===== src/rtl/pair_xfer_engine.sv =====
// Pairwise memory-to-memory transfer engine: words loaded into A are combined two at a time
// (A[2k], A[2k+1]) and the results are stored in B, which has a registered read port.
module pair_xfer_engine #(
  parameter int unsigned W    = 8,
  parameter int unsigned AW_A = 3
) (
  input  logic            clk,
  input  logic            rst_n,
  input  logic            load_en,
  input  logic [W-1:0]    load_data,
  input  logic            start,
  input  logic [1:0]      mode,
  input  logic [AW_A-2:0] rd_addr,
  output logic [W-1:0]    rd_data,
  output logic            a_full,
  output logic            busy,
  output logic            done,
  output logic            ovf
);

  localparam int unsigned AW_B  = AW_A - 1;
  localparam int unsigned NA    = 2 ** AW_A;
  localparam int unsigned NPAIR = 2 ** AW_B;

  typedef enum logic [2:0] {StIdle, StRd0, StRd1, StCalc, StWr, StFin} state_e;

  state_e          state_q;
  logic [AW_A-1:0] wptr_q;
  logic [AW_B-1:0] k_q;
  logic [1:0]      mode_q;
  logic [W-1:0]    a_rdata_q;
  logic [W-1:0]    x_q;
  logic [W-1:0]    r_q;
  logic            c_q;

  logic [W-1:0] mem_a [NA];
  logic [W-1:0] mem_b [NPAIR];

  logic            start_ok;
  logic            load_ok;
  logic [AW_A-1:0] a_raddr;
  logic [W:0]      sum;
  logic [W:0]      diff;
  logic [W-1:0]    res;
  logic            carry;

  assign start_ok = start && (state_q == StIdle) && a_full;
  // A simultaneous load is dropped when the start is accepted.
  assign load_ok  = load_en && (state_q == StIdle) && !start_ok;
  assign a_raddr  = {k_q, (state_q == StRd1)};

  // During CALC, a_rdata_q holds y = A[2k+1]; diff[W] is the borrow, i.e. x < y.
  assign sum  = {1'b0, x_q} + {1'b0, a_rdata_q};
  assign diff = {1'b0, x_q} - {1'b0, a_rdata_q};

  always_comb begin
    res   = '0;
    carry = 1'b0;
    unique case (mode_q)
      2'd0: begin
        if (diff[W]) begin
          res   = sum[W-1:0];
          carry = sum[W];
        end else begin
          res   = diff[W-1:0];
        end
      end
      2'd1: begin
        res   = sum[W-1:0];
        carry = sum[W];
      end
      2'd2: res = diff[W] ? (a_rdata_q - x_q) : diff[W-1:0];
      2'd3: res = diff[W] ? a_rdata_q : x_q;
    endcase
  end

  always_ff @(posedge clk or negedge rst_n) begin
    if (!rst_n) begin
      state_q <= StIdle;
      wptr_q  <= '0;
      k_q     <= '0;
      mode_q  <= 2'd0;
      x_q     <= '0;
      r_q     <= '0;
      c_q     <= 1'b0;
      a_full  <= 1'b0;
      busy    <= 1'b0;
      done    <= 1'b0;
      ovf     <= 1'b0;
    end else begin
      done <= 1'b0;
      unique case (state_q)
        StIdle: begin
          if (start_ok) begin
            mode_q  <= mode;
            ovf     <= 1'b0;
            k_q     <= '0;
            busy    <= 1'b1;
            state_q <= StRd0;
          end else if (load_ok) begin
            wptr_q <= wptr_q + 1'b1;
            if (&wptr_q) a_full <= 1'b1;
          end
        end
        StRd0: state_q <= StRd1;
        StRd1: begin
          x_q     <= a_rdata_q;
          state_q <= StCalc;
        end
        StCalc: begin
          r_q     <= res;
          c_q     <= carry;
          state_q <= StWr;
        end
        StWr: begin
          ovf <= ovf | c_q;
          k_q <= k_q + 1'b1;
          if (&k_q) begin
            state_q <= StFin;
            done    <= 1'b1;
            a_full  <= 1'b0;
          end else begin
            state_q <= StRd0;
          end
        end
        StFin: begin
          busy    <= 1'b0;
          state_q <= StIdle;
        end
        default: state_q <= StIdle;
      endcase
    end
  end

  // Memory arrays are not reset.
  always_ff @(posedge clk) begin
    if (load_ok) mem_a[wptr_q] <= load_data;
    a_rdata_q <= mem_a[a_raddr];
    if (state_q == StWr) mem_b[k_q] <= r_q;
  end

  always_ff @(posedge clk or negedge rst_n) begin
    if (!rst_n) rd_data <= '0;
    else        rd_data <= mem_b[rd_addr];
  end

endmodule


===== config.mk =====
export PLATFORM = sky130hd
export DESIGN_NAME = pair_xfer_engine
export DESIGN_NICKNAME = d
export VERILOG_FILES = /design/src/rtl/pair_xfer_engine.sv
export SDC_FILE = /design/constraint.sdc
export NUM_CORES = 1
export LEC_CHECK = 0
export BUFFER_PORTS_ARGS = -buffer_cell sky130_fd_sc_hd__clkbuf_2
export CAP_MARGIN = 5
export CELL_PAD_IN_SITES_DETAIL_PLACEMENT = 1
export CELL_PAD_IN_SITES_GLOBAL_PLACEMENT = 2
export CORE_ASPECT_RATIO = 1.5
export CORE_MARGIN = 2
export CORE_UTILIZATION = 30
export DETAILED_ROUTE_END_ITERATION = 12
export PLACE_DENSITY = 0.69
export SYNTH_ARGS = -nofsm -noshare
export SYNTH_HDL_FRONTEND = slang
export SYNTH_SLANG_ARGS = --single-unit

===== constraint.sdc =====
create_clock -name clk -period 3.2 [get_ports clk]
set_input_delay 0.48 -clock clk [delete_from_list [all_inputs] [get_ports clk]]
set_output_delay 0.48 -clock clk [all_outputs]
set_load 0.01 [all_outputs]

==> results.cfg <==
[timing]
setup_tns_ps = 0
post-route-period-util = 0.913
fin_ws_ps = 277
fmax_mhz = 342
post-route-min-period_ps = 2920
worstMarginPinSlew_ps = 824
setup_viol = 0
rsz0062_at_grt = false
finClkSkew_ps = 14.0
slew_viol_final = 0
relSlewSlack = 0.450
timing.final.hold_violations = 0

[pwr]
cellPowerDensity_nw_per_um2 = 1080
power_mw = 8.53
p_leak_nw = 3.00
ir_drop_v = 0.000458

[die]
chipHeight_um = 189
die_w_um = 127
coreArea_sq_um = 22300
dieArea_sq_um = 24000
rows = 67
initial_core_util = 0.305
io_pins = 28

[grt]
grt_pass1_wl_um = 25600
grt_max_degree = 32
overflow = 0
antenna_found_initial = 0
gr-usage-all-layers = 0.142
grt_pass1_vias = 4573

[synthesis]
synth_top_area_cell = edfxtp_1
synthArstFlopShare = 0.273
ys_warn_count = 0
ys_ff_latch = 143
synth_area_per_cell_sq_um = 13.3
synth_flop_cell = edfxtp_1
ys_top_cells_by_area = edfxtp_1 (42%), dfrtp_1 (14%), mux4_2 (7.9%)
synth_edf_count = 96
synthCells = 513
synth.yosys.seq_area_share = 0.590
netlist_area_sq_um = 6810
synth_top_area_frac = 0.423
syn_nets = 563
synth.distinct_cells = 75

[placed_design]
port_buffers = 27
placed_area_sq_um = 7270
place_hpwl_um = 12000
finalWeightedCongestion = 0.877
pre_cts_ws_ps = 268

[clock_tree]
cts_buffers = 17
ctsResizeCount = 0
holdBufCountCts = 0
clockBufferDepth = 2
path_clk_slew_ps = 70
cts_tree = done
htree_levels = 4
cts_sinks = 143
clock_latency_ps = 420
postCtsSetupBuffers = 0
cts_root_buf = clkbuf_16

[detailed_routing]
post_drt_wl_per_cell_um = 19.3
viasPerCell = 5.02
drc_errors = 0
first_pass_iters = 4
detail-route-antenna-nets = 0
via_count = 4201
routed_wl_um = 16100
detail_route.iter0.violations = 154

[final_layout]
mostFrequentLayoutCell = edfxtp_1
final_cell_mix = edfxtp_1 (96), nand2_1 (61), dfrtp_1 (39)
n_antenna_cell = 0
nNetsFinal = 598
drive_above_1_share = 0.203
design_area_sq_um = 7860
fin_util = 0.353
syn_to_final_growth_pct = 15.4

[worst_hold_path]
hp-class = input pin to asynchronous set/reset pin

[setup_path]
arrival_ps = 3220
crit_required_ps = 3490
cp_max_fo = 11
crit_path_end_kind = flop
critPathLaunchType = flop
path_class = flop to flop

[run_status]
status = finished clean

[run]
drv_cap = 0
==> flip-flops by register name, summed over array words and instances (netlist names) <==
| register | cells |
|---|---|
| mem_a | 64 |
| mem_b | 32 |
| a_rdata_q | 8 |
| r_q | 8 |
| rd_data | 8 |
| x_q | 8 |
| state_q | 3 |
| wptr_q | 3 |
| k_q | 2 |
| mode_q | 2 |
| a_full | 1 |
| busy | 1 |
| c_q | 1 |
| done | 1 |
| ovf | 1 |
==> metrics by stage <==
stage	hold WS, ps	cells
after floorplan	184	513
after global placement	487	805
after detailed placement	511	805
after CTS	187	837
after global routing	211	837
final	150	837
==> path summary, 6_finish.rpt <==
kind	start	end	slack [ps]	cells past startpoint
worst min register to register	a_rdata_q[4]$_DFF_P_	x_q[4]$_DFFE_PN0P_	520	2
worst max-delay path	x_q[0]$_DFFE_PN0P_	r_q[2]$_DFFE_PN0N_	280	9
max in group asynchronous	rst_n	r_q[4]$_DFFE_PN0N_	2380	2
worst max register to register	x_q[0]$_DFFE_PN0P_	r_q[2]$_DFFE_PN0N_	280	9
worst min-delay path	rst_n	rd_data[0]$_DFF_PN0_	150	1
min in group clk	mode[0]	mode_q[0]$_DFFE_PN0P_	290	3
==> worst max-delay path, cell delays in order, from the launching register on <==
cell	delay, ps
dfrtp_1	410
inv_1	110
ha_1	210
fa_1	440
and3b_4	360
o21a_1	420
nor2_1	220
a311oi_1	360
o22a_1	200
o21ai_1	70
==> cell families after synthesis <==
group | Yosys count | share of synthesized area
mux | 27 | 0.0839
xor+xnor | 8 | 0.0103
compound gates | 110 | 0.116
flops | 143 | 0.590
buf+inv | 53 | 0.0349
simple gates | 138 | 0.0988
fa+ha+maj | 34 | 0.0658
==> layout make-up <==
| cell class | count | area [sq um] |
|---|---|---|
| well taps | 276 | 345 |
| clock inverters | 15 | 163 |
| repair buffers | 42 | 248 |
| flip-flops and latches | 143 | 4020 |
| fillers | 2366 | 14400 |
| inverters | 27 | 101 |
| multi-input cells | 317 | 2560 |
| clock buffers | 17 | 425 |
==> power by group <==
part | switching [mW] | total (mW) | internal [mW]
clock network | 0.861 | 1.97 | 1.11
registers | 0.347 | 2.71 | 2.37
logic | 2.33 | 3.84 | 1.51
==> synthesized netlist by cell type, drive strengths merged (7+ instances only) <==
library cell and n:
mux4 24, inv 26, o21ai 32, dfxtp 8, nor3 14, dfrtp 39
buf 16, nor2b 7, xnor2 7, edfxtp 96, ha 31, clkbuf 10
nand2 62, a21oi 20, nor2 18
==> metal layers <==
metal | track usage | vias up | share of wire
li1 | - | 1978 | -
met1 | 0.150 | 2127 | 0.39
met2 | 0.272 | 75 | 0.56
met3 | 0.0236 | 21 | 0.024
met4 | 0.0617 | 0 | 0.024
met5 | 0 | - | 0
(Power assumes the default switching activity.)
